===== config.mk =====
export PLATFORM = sky130hd
export DESIGN_NAME = out_display_unit
export DESIGN_NICKNAME = d
export VERILOG_FILES = /design/src/rtl/out_display_pkg.sv /design/src/rtl/out_display_unit_hex_to_seg.sv /design/src/rtl/out_display_unit.sv
export SDC_FILE = /design/constraint.sdc
export NUM_CORES = 1
export LEC_CHECK = 0
export CAP_MARGIN = 0
export CORE_MARGIN = 2
export CORE_UTILIZATION = 50
export DETAILED_ROUTE_END_ITERATION = 10
export DONT_BUFFER_PORTS = 1
export GPL_TIMING_DRIVEN = 1
export RECOVER_POWER = 100
export REMOVE_ABC_BUFFERS = 1
export SLEW_MARGIN = 20
export SYNTH_ARGS = -nofsm -noshare
export SYNTH_HDL_FRONTEND = slang
export SYNTH_HIERARCHICAL = 1
export SYNTH_SLANG_ARGS = --single-unit

===== constraint.sdc =====
create_clock -name clock -period 3.4 [get_ports clock]
set_input_delay 0.34 -clock clock [delete_from_list [all_inputs] [get_ports clock]]
set_output_delay 0.34 -clock clock [all_outputs]
set_load 0.02 [all_outputs]

===== src/rtl/out_display_pkg.sv =====
// Shared constants and segment table for the OUT display unit.
// Segment values are active-low, gfedcba order.
package out_display_pkg;

  localparam int NUM_SLOTS  = 8;
  localparam int NUM_DIGITS = 8;

  localparam logic [7:0] SEG_OFF  = 8'hFF;
  localparam logic [6:0] SEG_DASH = 7'h3F;

  // Entry n is the glyph for hex digit n.
  localparam logic [15:0][6:0] HEX_SEG = {
    7'h0E, 7'h06, 7'h21, 7'h46,
    7'h03, 7'h08, 7'h10, 7'h00,
    7'h78, 7'h02, 7'h12, 7'h19,
    7'h30, 7'h24, 7'h79, 7'h40
  };

endpackage


===== src/rtl/out_display_unit_hex_to_seg.sv =====
// Hex nibble to active-low seven-segment decoder.
// Purely combinational.
module hex_to_seg
  import out_display_pkg::*;
(
  input  logic [3:0] nib,
  output logic [6:0] seg
);

  always_comb begin
    seg = HEX_SEG[nib];
  end

endmodule


===== src/rtl/out_display_unit.sv =====
// Captures core OUT values into 8 slots and scans them
// onto an 8-digit multiplexed seven-segment display.
module out_display_unit
  import out_display_pkg::*;
#(
  parameter int REFRESH_DIV = 50000
) (
  input  logic        clock,
  input  logic        reset,
  input  logic        outdisplay,
  input  logic [2:0]  outsel,
  input  logic [15:0] outval1,
  input  logic [1:0]  page,
  output logic [7:0]  seg,
  output logic [7:0]  an,
  output logic [7:0]  led
);

  localparam int PW =
    (REFRESH_DIV > 1) ? $clog2(REFRESH_DIV) : 1;
  localparam logic [PW-1:0] PRESC_MAX =
    PW'(REFRESH_DIV - 1);

  logic [15:0]    slot_q [NUM_SLOTS];
  logic [15:0]    slot_d [NUM_SLOTS];
  logic [7:0]     written_q, written_d;
  logic [2:0]     idx_q, idx_d;
  logic [PW-1:0]  presc_q, presc_d;
  logic [7:0]     seg_q, seg_d;
  logic [7:0]     an_q, an_d;

  logic [2:0]     sel_slot;
  logic [15:0]    sel_val;
  logic [3:0]     nib;
  logic [6:0]     hex_seg;

  hex_to_seg u_hex (
    .nib (nib),
    .seg (hex_seg)
  );

  always_comb begin
    slot_d    = slot_q;
    written_d = written_q;
    if (outdisplay) begin
      slot_d[outsel]    = outval1;
      written_d[outsel] = 1'b1;
    end
  end

  always_comb begin
    presc_d = presc_q + 1'b1;
    idx_d   = idx_q;
    if (presc_q == PRESC_MAX) begin
      presc_d = '0;
      idx_d   = idx_q + 3'd1;
    end
  end

  // Digits 7..4 show the odd slot of the page pair.
  always_comb begin
    sel_slot = {page, idx_q[2]};
    sel_val  = slot_q[sel_slot];
    nib      = 4'(sel_val >> {idx_q[1:0], 2'b00});
    seg_d    = {1'b1, SEG_DASH};
    if (written_q[sel_slot]) begin
      seg_d = {1'b1, hex_seg};
    end
    an_d = ~(8'd1 << idx_q);
  end

  always_ff @(posedge clock) begin
    if (!reset) begin
      slot_q    <= '{default: '0};
      written_q <= '0;
      idx_q     <= '0;
      presc_q   <= '0;
      seg_q     <= SEG_OFF;
      an_q      <= 8'hFF;
    end else begin
      slot_q    <= slot_d;
      written_q <= written_d;
      idx_q     <= idx_d;
      presc_q   <= presc_d;
      seg_q     <= seg_d;
      an_q      <= an_d;
    end
  end

  assign seg = seg_q;
  assign an  = an_q;
  assign led = written_q;

endmodule

---- After elaboration in Yosys (flattened, before gate mapping) ----
Memories as Yosys holds them, arrays and structs flattened.
Cells that the tools add are included.
operators by class
  add/sub/neg operators ................... 2
  magnitude comparators ................... 7
  equality and inequality tests ........... 1
  shift operators ......................... 2
  mux-type cells .......................... 12
  bitwise operators ....................... 5
  reductions and logical operators ........ 4
operators with widths
  kind                   count
  $bwmux 128             1
  $bmux 16 s3            1
  $demux 16 s3           1
  $mux 16                3
  $add 16x1->16 const B  1
  $eq 16x16->1 const B   1
  $shr 16x4->4           1
  $mux 7                 2
  $ge 4x4->1 const B     2
  $lt 3x4->1 const B     2
  $not 3->4              2
  $not 8->8              1
  $or 8x8->8             1
  $shl 1x3->8 const A    1
  $lt 4x5->1 const B     1
  $lt 4x1->1 const B     1
  $add 3x1->3 const B    1
  $bmux 1 s3             1
  $demux 1 s3            1
  $ge 3x1->1 const B     1
  $logic_and 1x1->1      2
  $mux 1                 2
  $reduce_and 2->1       1
  $reduce_or 2->1        1
  $not 1->1              1
word-level totals
  register bits after elaboration ......... 171
  memory bits (read-only) ................. 112
  input bits .............................. 24
  memories ................................ 1
memories
  name              depth  width  read ports  clocked after Yosys merged registers in  wr ports  RTL line                           text
  (name not given)  16     7      1           0                                        0         out_display_unit_hex_to_seg.sv:11  seg = HEX_SEG[nib];

---- Depth between registers and ports, before layout ----
Gate-level depths: netlist of run 1.
  depth in word-level cells ............... 8
  mapped depth ............................ 12
  mapped depth without buffers ............ 10

---- Hierarchy ----
The synthesis of run 1 kept the hierarchy.
modules (own cells, without submodules)
  module            instances  cells each  area an instance (µm²)  sequential area each (µm²)
  out_display_unit  1          798         7388.3                  3403.3
  hex_to_seg        1          32          275.3                   0.0

---- Worst setup path before layout of run 1 ----
No wires, ideal clock.
  path type ............................... input port to flip-flop
  from .................................... input page[1]
  to ...................................... register seg_q[3] (netlist: seg[3])
  library setup time ...................... 0.123 ns
  data arrival time ....................... 2.907 ns
  required time ........................... 3.277 ns
  slack ................................... 0.370 ns
  cell stages on the path ................. 11
  cell sequence ........................... buf_2 > buf_6 > mux4_2 > mux4_2 > nand2_1 > nand2_1 > inv_1 > ha_1 > inv_1 > mux4_1 > or2_2
between the ends
  longest elaborated chain between the ends .. 7
  elaborated cells on any way between the ends .. 10
  those cells by class .................... 1 x shift; 6 x mux; 1 x bitwise; 1 x reduce/logical; 1 x memory
RTL lines
  element                                     RTL line                           text
  from (decl)                                 out_display_unit.sv:13             input logic [1:0] page,
  $not 3->4 (implied by the code)             out_display_unit.sv:63             sel_val = slot_q[sel_slot];
  $bmux 16 s3                                 out_display_unit.sv:63
  $mux 16 (implied by the code) (2 in a row)  out_display_unit.sv:63
  $shr 16x4->4                                out_display_unit.sv:64             nib = 4'(sel_val >> {idx_q[1:0], 2'b00});
  via nib[0]                                  out_display_unit.sv:34             logic [3:0] nib;
  $mem_v2 16x7                                n/a
  $mux 7 (implied by the code)                out_display_unit_hex_to_seg.sv:11
  via hex_seg[3]                              out_display_unit.sv:35             logic [6:0] hex_seg;
  to (signal assigned)                        out_display_unit.sv:85             seg_q <= seg_d;
  to (decl)                                   out_display_unit.sv:29             logic [7:0] seg_q, seg_d;
The timed path passes the listed nets, and every way through them passes these cells. The select of a mux whose other input is x is not followed.
A chain may end at the register's enable or synchronous reset.

---- Final worst setup path of run 1 ----
  from .................................... register idx_q[2]
  to ...................................... register seg_q[3] (netlist: seg[3])
between the ends
  longest elaborated chain between the ends .. 7
  elaborated cells on any way between the ends .. 10
  those cells by class .................... 1 x shift; 6 x mux; 1 x bitwise; 1 x reduce/logical; 1 x memory
RTL lines
  element                                     RTL line                           text
  from (decl)                                 out_display_unit.sv:27             logic [2:0] idx_q, idx_d;
  from (signal assigned)                      out_display_unit.sv:83             idx_q <= idx_d;
  $not 3->4 (implied by the code)             out_display_unit.sv:63
  $bmux 16 s3                                 out_display_unit.sv:63
  $mux 16 (implied by the code) (2 in a row)  out_display_unit.sv:63
  $shr 16x4->4                                out_display_unit.sv:64
  via nib[1]                                  out_display_unit.sv:34
  $mem_v2 16x7                                n/a
  $mux 7 (implied by the code)                out_display_unit_hex_to_seg.sv:11
  via hex_seg[3]                              out_display_unit.sv:35
The timed path passes the listed nets, and every way through them passes these cells. The select of a mux whose other input is x is not followed.

==> flow_summary.yaml, run 1 <==
synthesis:
  yosysTopAreaCellShare: 0.444
  synth_area_sq_mm: 0.00766
  ys_seq_area_frac: 0.444
  synth.top_cells.by_area: "dfxtp_1 44%, nand2_1 14%, a21boi_0 13%"
  syn_inst: 830
  synth_area_leader_cell: "dfxtp_1"
  synth.distinct_cells: 42
  syn_area_per_cell_sq_um: 9.23
  ys_ff_latch: 170
  synth_warnings: 6
drt:
  vias: 5751
  routed_wl_um: 19100
  drtIter0Drc: 570
  viasPerCell: 5.79
  firstDrtPassIters: 5
  drc: 0
  final_antenna_net_count: 0
  wire_per_inst_um: 19.2
setup_path:
  slowest_delay_ps: 590
  r2r_start: "idx_q[2]"
  cp-end-kind: "register"
  r2r_slack_ps: 510
  path_buf_inv: 3
  reg2regPathDepth: 9
  critPathTopFamily: "multiplexers"
  worstPathMaxFanout: 10
  rr_endpoint: "seg[3]"
  crit_path_start_kind: "register"
  worstPathArrival_ps: 3210
  required_ps: 3720
  path_cells: "inv_2, mux4_2, nand2_1, nand2_1, inv_1, ha_1, inv_1, mux4_1, or2_2"
  crit_type: "reg2reg"
  crit_slowest_cell: "mux4_2"
die:
  die_w_um: 128
  ios: 48
  rows: 45
  die-area_sq_mm: 0.0163
  coreArea_sq_mm: 0.0151
  start_util: 0.508
  die-height_um: 128
finish:
  final_common_cell: "nand2_1"
  layout.nets: 831
  n_antenna_cell: 0
  layout-drive-gt1-share: 0.105
  most-common-layout-cells: "288 x nand2_1, 170 x dfxtp_1, 128 x a21boi_0"
  area_growth_pct: 7.56
timing:
  final_hold_viol_count: 0
  period_needed_ps: 2890
  worstMarginPinSlew_ps: 1220
  skew_ps: 9.07
  rsz0062_at_grt: "no"
  slew_viol_final: 0
  setup_ws_ps: 512
  setup_tns_ps: 0
  max_freq_mhz: 346
  max-slew-margin-rel: 0.185
  setup_viol: 0
  fin_crit_sh: 0.849
pwr:
  swShare: 0.210
  ir_worst_vdd_v: 0.000382
  p_sw_mw: 0.879
  power_frac_comb: 0.041
  cellPowerDensity_mw_per_mm2: 508
  seq_power_share: 0.493
  clkPwrFrac: 0.466
  p_leak_nw: 2.81
  internal_power_mw: 3.31
placement:
  dp_slack_ps: 513
  io_buffers: 0
  gp_congestion: 0.767
  hpwl_um: 11400
clocking:
  cts-root-buf: "clkbuf_16"
  cts_buffer_depth: 2
  cts_sinks: 170
  htree_levels: 4
  cts_tree: "done"
  cts_made_buffers: 17
  clock_latency_ps: 430
  path_clk_slew_ps: 60
flow_run:
  cap_violations: 0
grt:
  grt-busiest-layer: "met2"
  grtUsageMet2: 0.377
  grt_overflow_total: 0
  grt_use_total: 0.247
  met1_usage: 0.341
  met3_usage: 0.0605
  grt_pass1_vias: 5570
  antenna_found_initial: 0
  grt_pass1_wl_um: 30600
  grt_max_degree: 151
hold_path:
  hp-class: "in2reg"
  whs_endpoint: "slot_q[47]"
  hold_start: "outval1[15]"
  whs_path_depth: 2
run_status:
  outcome: "complete, no violations"
power groups by stage:
stage | sequential, mW | clock, mW | combinational [mW]
2_1_floorplan | 2.10 | 0 | 0.131
3_3_place_gp | 2.11 | 0 | 0.167
3_5_place_dp | 2.11 | 0 | 0.172
4_1_cts | 2.06 | 1.98 | 0.174
5_1_grt | 2.07 | 2.07 | 0.189
6_report | 2.06 | 1.95 | 0.172
worst max-delay path by stage:
stage                   to  slack (ps)  startpoint  cells past startpoint
global route        seg[3]         300    idx_q[2]                      9
floorplan           seg[3]         770     page[1]                      9
CTS                 seg[3]         510    idx_q[2]                      9
finish              seg[3]         510    idx_q[2]                      9
global placement    seg[3]         610    idx_q[2]                      9
detailed placement  seg[3]         510    idx_q[2]                      9
layout make-up:
| type | instances | area (sq um) |
|---|---|---|
| Clock inverter | 8 | 118 |
| Multi-Input combinational cell | 588 | 3930 |
| Tap cell | 188 | 235 |
| Timing Repair Buffer | 10 | 62.6 |
| Clock buffer | 24 | 472 |
| Inverter | 6 | 22.5 |
| Fill cell | 1363 | 6850 |
| Sequential cell | 170 | 3400 |
worst register-to-register path, stage by stage, from the launching register on:
cell     delay, ps
dfxtp_1        400
inv_2          350
mux4_2         600
nand2_1         90
nand2_1        160
inv_1          200
ha_1           150
inv_1           50
mux4_1         490
or2_2          300
metal layers:
layer | wire [um] | share of wire | vias to the layer above
met5 | 0 | 0 | -
met1 | 8750 | 0.46 | 2832
met3 | 1360 | 0.071 | 25
li1 | - | - | 2716
met4 | 327 | 0.017 | 0
met2 | 8690 | 0.45 | 178
kinds of logic after synthesis:
kind of cell / after synthesis / synth area share
other: 1 / 0.000489
AOI/OAI and AO/OA: 150 / 0.145
muxes: 51 / 0.138
adders and majority gates: 14 / 0.0229
xor gates and xnor gates: 11 / 0.0126
DFF: 170 / 0.444
buffers and inverters: 72 / 0.0424
and+or+nand+nor: 361 / 0.195
through the flow:
step	total power, mW	area [sq um]	util	instances	hold slack (ps)
2_1_floorplan	2.23	7360	-	764	402
3_3_place_gp	2.27	7660	0.508	961	421
3_5_place_dp	2.28	7660	0.508	961	435
4_1_cts	4.22	8260	0.548	994	10.8
5_1_grt	4.33	8240	0.546	994	42.3
6_report	4.19	8240	0.546	994	43.3
synthesized netlist by cell type:
| library cell | n |
|---|---|
| conb_1 | 1 |
| nand3_1 | 11 |
| and3_1 | 3 |
| buf_4 | 1 |
| o31ai_1 | 2 |
| inv_2 | 2 |
| or3b_1 | 1 |
| or2_2 | 6 |
| inv_1 | 4 |
| nor4_1 | 1 |
| nand4_1 | 6 |
| buf_1 | 4 |
| o21a_1 | 8 |
| a21oi_1 | 5 |
| nand2_1 | 288 |
| or4_1 | 2 |
| xnor2_1 | 2 |
| nor2b_1 | 5 |
| nand2b_1 | 3 |
| a21boi_0 | 128 |
| a22o_1 | 2 |
| and4_1 | 2 |
| and2b_2 | 1 |
| and2_1 | 4 |
| clkbuf_1 | 40 |
| a32o_1 | 1 |
| dfxtp_1 | 170 |
| buf_6 | 4 |
| nor2_1 | 22 |
| clkbuf_2 | 12 |
| buf_2 | 5 |
| or3_1 | 2 |
| ha_1 | 14 |
| nor3_2 | 2 |
| xor2_1 | 9 |
| mux2_2 | 2 |
| and4b_1 | 1 |
| nor4bb_1 | 1 |
| o21ai_0 | 4 |
| mux4_1 | 1 |
| mux4_2 | 42 |
| mux2i_1 | 6 |
registers in the layout, indices dropped and copies added, names as in the netlist:
name	flops
idx_q	3
seg	7
presc_q	16
led	8
slot_q	128
an	8
what timing repair did:
item | in CTS | in global routing
hold buffers | 1 | 0
gates resized for setup | 0 | 0
buffers inserted | 0 | 0
hold endpoints to repair | 1 | 0
Note: power is estimated with default switching activity, not from simulation.
==> inputs of run 2 (changes only) <==
--- a/config.mk
+++ b/config.mk
@@ -5,6 +5,7 @@
 export SDC_FILE = /design/constraint.sdc
 export NUM_CORES = 1
 export LEC_CHECK = 0
+export ABC_AREA = 1
 export CAP_MARGIN = 0
 export CORE_MARGIN = 2
 export CORE_UTILIZATION = 50
==> constraint.sdc (replaced) <==
create_clock -name clock -period 2.7 [get_ports clock]
set_input_delay 0.27 -clock clock [delete_from_list [all_inputs] [get_ports clock]]
set_output_delay 0.27 -clock clock [all_outputs]
set_load 0.02 [all_outputs]
==> run 2 against run 1 <==
- final cell count grew 32%
- first-iteration DRC count shrank 1.2%
- clock power grew 53%
- sequential power grew 28%
- power grew 45%
- worst hold slack lost 29 ps
- critical path type unchanged
- critical endpoint is now seg[0]
==> flow_summary.yaml, run 2 <==
run_status:
  outcome: "complete, no violations"
clocking:
  cts_tree: "done"
  cts_made_buffers: 17
  cts_buffer_depth: 2
  htree_levels: 4
  clock_latency_ps: 430
  cts-root-buf: "clkbuf_16"
  cts_sinks: 170
  path_clk_slew_ps: 70
finish:
  layout-drive-gt1-share: 0.0461
  largest_register_ffs: 128
  post-route-util: 0.569
  top_regs: "slot_q (128), presc_q (16)"
  final_common_cell: "nor2_1"
  layout.nets: 1152
  area_growth_pct: 11.8
  final_area_sq_mm: 0.00862
  most-common-layout-cells: "283 x nor2_1, 246 x nand2_1, 170 x dfxtp_1"
  n_antenna_cell: 0
  regArea_sq_mm: 0.00340
  instances_no_fill: 1315
  multi_input_area_sq_mm: 0.00374
  fillers: 1531
  regMostFlops: "slot_q"
setup_path:
  r2r_start: "idx_q[2]"
  crit_type: "reg2reg"
  required_ps: 3000
  crit_slowest_cell: "dfxtp_1"
  r2r_slack_ps: 340
  rr_endpoint: "seg[0]"
  worstPathMaxFanout: 39
  reg2regPathDepth: 16
  path_common_cell: "nand2_1"
  worstPathArrival_ps: 2660
  cp-end-kind: "register"
  slowest_delay_ps: 480
  crit_path_start_kind: "register"
  path_cells: "buf_12, nand2_1, nand3_1, nand3_1, nand2_1, nand2_1, nand2_1, nand2_1, nand2_1, inv_1, ha_1, inv_1, nand2_1, nand3_1, nand2_1, nand3b_1"
timing:
  setup_tns_ps: 0
  fin_crit_sh: 0.875
  setup_viol: 0
  period_needed_ps: 2360
  worstMarginPinSlew_ps: 1170
  max_freq_mhz: 423
  rsz0062_at_grt: "no"
  skew_ps: 9.65
  slew_viol_final: 0
  final_hold_viol_count: 0
  max-slew-margin-rel: 0.219
synthesis:
  synthArstFlopShare: 0
  synth.top_cells.by_area: "dfxtp_1 44%, nor2_1 14%, nand2_1 12%"
  synth_area_leader_cell: "dfxtp_1"
  syn_area_per_cell_sq_um: 6.85
  synth-edff-count: 0
  yosysTopAreaCellShare: 0.441
  syn_inst: 1126
  ys.flop_type: "dfxtp_1"
  synth.top_cells.by_count: "278 x nor2_1, 242 x nand2_1, 170 x dfxtp_1"
  synth_warnings: 6
  ys_seq_area_frac: 0.441
  synth_area_sq_mm: 0.00771
  ys_ff_latch: 170
  synth.distinct_cells: 30
  synth_most_common_cell: "nor2_1"
placement:
  post-place-cells: 1264
  hpwl_um: 12400
  placed_cell_area_sq_mm: 0.00773
  io_buffers: 0
  gp_congestion: 0.853
pwr:
  ir_worst_vdd_v: 0.000451
  p_leak_nw: 3.46
  cellPowerDensity_mw_per_mm2: 703
grt:
  antenna_found_initial: 0
  grt_pass1_wl_um: 36400
  grt_pass1_vias: 6617
  grt_max_degree: 140
  grt_use_total: 0.288
  grt_overflow_total: 0
die:
  die_w_um: 128
  die-height_um: 128
  rows: 45
  start_util: 0.509
  coreArea_sq_mm: 0.0151
  die-area_sq_mm: 0.0164
  ios: 48
drt:
  met2WireLength_um: 10300
  drtIter0Drc: 563
  top_layer: "met4"
  routed_wl_um: 22400
  wl_met3_um: 1480
  firstDrtPassIters: 5
  drc: 0
  viasPerCell: 5.35
  final_antenna_net_count: 0
  vias: 7035
  met1_length_um: 10200
  wire_per_inst_um: 17.0
hold_path:
  hold_start: "outval1[4]"
  whs_endpoint: "slot_q[52]"
  hp-class: "in2reg"
  whs_path_depth: 2
flow_run:
  cap_violations: 0
-- run 2: cell count changes after synthesis, sizes merged, moves of 7 or more --
| cell | before | now |
|---|---|---|
| nor2 | 22 | 284 |
| buf | 14 | 43 |
| inv | 6 | 44 |
| a21boi | 128 | 0 |
| nand3b | 0 | 9 |
| o21a | 8 | 0 |
| o21ai | 4 | 135 |
| nand3 | 11 | 119 |
| clkbuf | 52 | 21 |
| a21oi | 5 | 18 |
| xor2 | 9 | 2 |
| nand2 | 288 | 248 |
| mux4 | 43 | 0 |
-- run 2: timing repair --
item,4_1_cts,5_1_grt
hold endpoints to repair,141,0
hold buffers,19,0
setup buffers,0,0
resized for setup,0,0
-- run 2: per-stage QoR --
stage	hold WS (ps)	power, mW	setup slack (ps)
after floorplan	339	2.96	-740
after global placement	367	3.06	468
after detailed placement	380	3.06	491
after CTS	0.0437	6.10	453
after global routing	4.71	6.27	109
final	14.2	6.06	337
-- run 2: layer usage --
metal,vias up,GRT usage
met2,217,0.472
li1,3596,-
met1,3191,0.384
met4,0,0.0899
met5,-,0
met3,31,0.0559
-- run 2: layout make-up --
class	count	area share
inverter	46	0.0203
clock buffer	18	0.0498
tap	188	0.0273
timing repair buffer	33	0.0408
multi-input combinational	846	0.433
sequential	170	0.395
clock inverter	14	0.0337
-- run 2: worst max-delay path, delay by kind of cell, from the launching register on --
family        cells  cell delay (ps)
buf+inv           3              480
flops             1              480
fa+ha+maj         1              200
simple gates     12             1050
-- run 2: cells by family (layout without fill, tap and decap cells) --
logic type               after synthesis  count (layout)  synth area share
AND/OR/NAND/NOR                      672             672             0.359
flip-flops                           170             170             0.441
AO/OA/AOI/OAI                        156             156             0.103
buffers and inverters                110             111            0.0709
adder cells (fa/ha/maj)               14              14            0.0227
XOR/XNOR                               3               3           0.00341
other                                  1               1          0.000486
-- run 2: worst max-delay path by stage --
stage,slack (ps),depth (start not counted),end,start
global placement,470,15,seg[3],idx_q[2]
detailed placement,490,15,seg[3],idx_q[2]
floorplan,-740,14,seg[1],idx_q[2]
CTS,450,16,seg[0],idx_q[2]
global route,110,15,seg[3],idx_q[2]
finish,340,16,seg[0],idx_q[2]
-- run 2: power breakdown --
group	total (mW)	switching [mW]	internal [mW]
clock	2.98	1.05	1.93
sequential	2.64	0.0496	2.59
combinational	0.439	0.284	0.155
==> inputs of run 3 (changes only) <==
==> constraint.sdc (replaced) <==
create_clock -name clock -period 2.55 [get_ports clock]
set_input_delay 0.255 -clock clock [delete_from_list [all_inputs] [get_ports clock]]
set_output_delay 0.255 -clock clock [all_outputs]
set_load 0.02 [all_outputs]
==> run 3 against run 2 <==
- sequential share of layout area grew 0.26 points
- combinational power grew 7.1%
- worst setup slack lost 44 ps
- first-iteration DRC count shrank 7.6%
- clock power shrank 9.4%
- via count grew 0.85%
- utilization shrank 0.36 points
- critical endpoint is now seg[4]
- highest routed layer unchanged
- power shrank 1.6%
- clock skew grew 1.3 ps
==> flow_summary.yaml, run 3 (synthesized netlist as in run 2, its figures left out) <==
run_status:
  outcome: "complete, no violations"
clocking:
  htree_levels: 4
  cts-root-buf: "clkbuf_16"
  cts_made_buffers: 17
  clock_latency_ps: 430
  path_clk_slew_ps: 70
  cts_sinks: 170
  cts_tree: "done"
  cts_setup_buffers: 0
  cts_buffer_depth: 2
grt:
  antenna_found_initial: 0
  grt_pass1_wl_um: 35800
  grt_pass1_vias: 6640
  grt_overflow_total: 0
  grt_use_total: 0.281
  grt_max_degree: 144
setup_path:
  crit_path_start_kind: "register"
  required_ps: 2840
  path_buf_inv: 3
  slowest_delay_ps: 420
  rr_endpoint: "seg[4]"
  r2r_slack_ps: 290
  crit_type: "reg2reg"
  r2r_start: "idx_q[2]"
  path_common_cell: "nand2_1"
  worstPathArrival_ps: 2550
  cp-end-kind: "register"
  path_cells: "buf_12, buf_4, nand2_1, nand3_1, nand3_1, nand2_1, nand2_1, nand2_1, nand2_1, nand2_1, inv_2, nand3_1, nand2_1, nand3b_1"
  crit_slowest_cell: "dfxtp_2"
  worstPathMaxFanout: 34
  reg2regPathDepth: 14
  critPathTopFamily: "simple AND/OR/NAND/NOR gates"
finish:
  largest_register_ffs: 128
  layout.nets: 1157
  n_antenna_cell: 0
  area_growth_pct: 11.1
  layout-drive-gt1-share: 0.0521
  regMostFlops: "slot_q"
  final_area_sq_mm: 0.00857
  most-common-layout-cells: "282 x nor2_1, 244 x nand2_1, 169 x dfxtp_1"
  top_regs: "slot_q (128), presc_q (16)"
  final_common_cell: "nor2_1"
drt:
  final_antenna_net_count: 0
  vias: 7095
  firstDrtPassIters: 5
  wire_per_inst_um: 16.9
  drc: 0
  routed_wl_um: 22300
  viasPerCell: 5.38
  drtIter0Drc: 520
timing:
  worstMarginPinSlew_ps: 1210
  period_needed_ps: 2260
  fin_crit_sh: 0.885
  skew_ps: 10.9
  setup_ws_ps: 293
  max-slew-margin-rel: 0.193
  max_freq_mhz: 443
  setup_viol: 0
  slew_viol_final: 0
  final_hold_viol_count: 0
  rsz0062_at_grt: "no"
die:
  coreArea_sq_mm: 0.0151
  rows: 45
  die-area_sq_mm: 0.0164
  start_util: 0.509
  die_w_um: 128
  ios: 48
  die-height_um: 128
placement:
  io_buffers: 0
  dp_slack_ps: 221
  gp_congestion: 0.801
  hpwl_um: 12600
  placed_cell_area_sq_mm: 0.00776
hold_path:
  hold_start: "outval1[5]"
  whs_endpoint: "slot_q[101]"
  whs_path_depth: 2
  hp-class: "in2reg"
pwr:
  p_leak_nw: 3.43
  ir_worst_vdd_v: 0.000505
  cellPowerDensity_mw_per_mm2: 696
flow_run:
  cap_violations: 0
[run 3: area by class of cell]
| class | instances | area [sq um] |
|---|---|---|
| clock inverters | 13 | 166 |
| inverters | 46 | 175 |
| flip-flops and latches | 170 | 3400 |
| clock buffers | 19 | 443 |
| repair buffers | 38 | 399 |
| fillers | 1532 | 6580 |
| multi-input cells | 846 | 3740 |
| well taps | 188 | 235 |
[run 3: worst max path at each step]
stage	start	endpoint	slack, ps	cells past startpoint
after global placement	idx_q[2]	seg[3]	260	15
final	idx_q[2]	seg[4]	290	14
after CTS	idx_q[2]	seg[3]	190	15
after detailed placement	idx_q[2]	seg[3]	220	15
after floorplan	idx_q[2]	seg[1]	-890	14
after global routing	idx_q[2]	seg[0]	60	14
[run 3: worst register-to-register path, stage by stage, from the launching register on]
cell and delay [ps]:
dfxtp_2 420, buf_12 230, buf_4 220, nand2_1 60, nand3_1 80, nand3_1 70, nand2_1 120, nand2_1 60
nand2_1 110, nand2_1 60, nand2_1 270, inv_2 120, nand3_1 100, nand2_1 40, nand3b_1 140
[run 3: metal layers]
| metal | vias to the layer above | global-route usage | routed length [um] |
|---|---|---|---|
| li1 | 3605 | - | - |
| met1 | 3258 | 0.374 | 10300 |
| met2 | 197 | 0.465 | 10300 |
| met3 | 35 | 0.0518 | 1270 |
| met4 | 0 | 0.0873 | 396 |
| met5 | - | 0 | 0 |
[run 3: repair_timing]
| item | 4_1_cts | 5_1_grt |
|---|---|---|
| gates resized for setup | 0 | 3 |
| setup endpoints to repair | 0 | 5 |
| hold buffers | 18 | 1 |
| hold endpoints to repair | 143 | 1 |
[run 3: power by group]
part	leakage (nW)	switching [mW]	internal (mW)
Combinational	1.76	0.302	0.167
Sequential	1.38	0.0516	2.74
Clock	0.291	1.12	1.58
Total	3.43	1.48	4.48
[run 3: per-stage QoR]
step	power (mW)	hold slack [ps]	setup TNS, ps	utilization	instances
finish	5.96	2.91	0	0.566	1320
detailed placement	3.24	354	0	0.513	1268
CTS	5.99	0.886	0	0.566	1318
floorplan	3.13	324	-6130	-	1062
global placement	3.24	361	0	0.513	1268
global route	6.19	8.96	0	0.566	1320
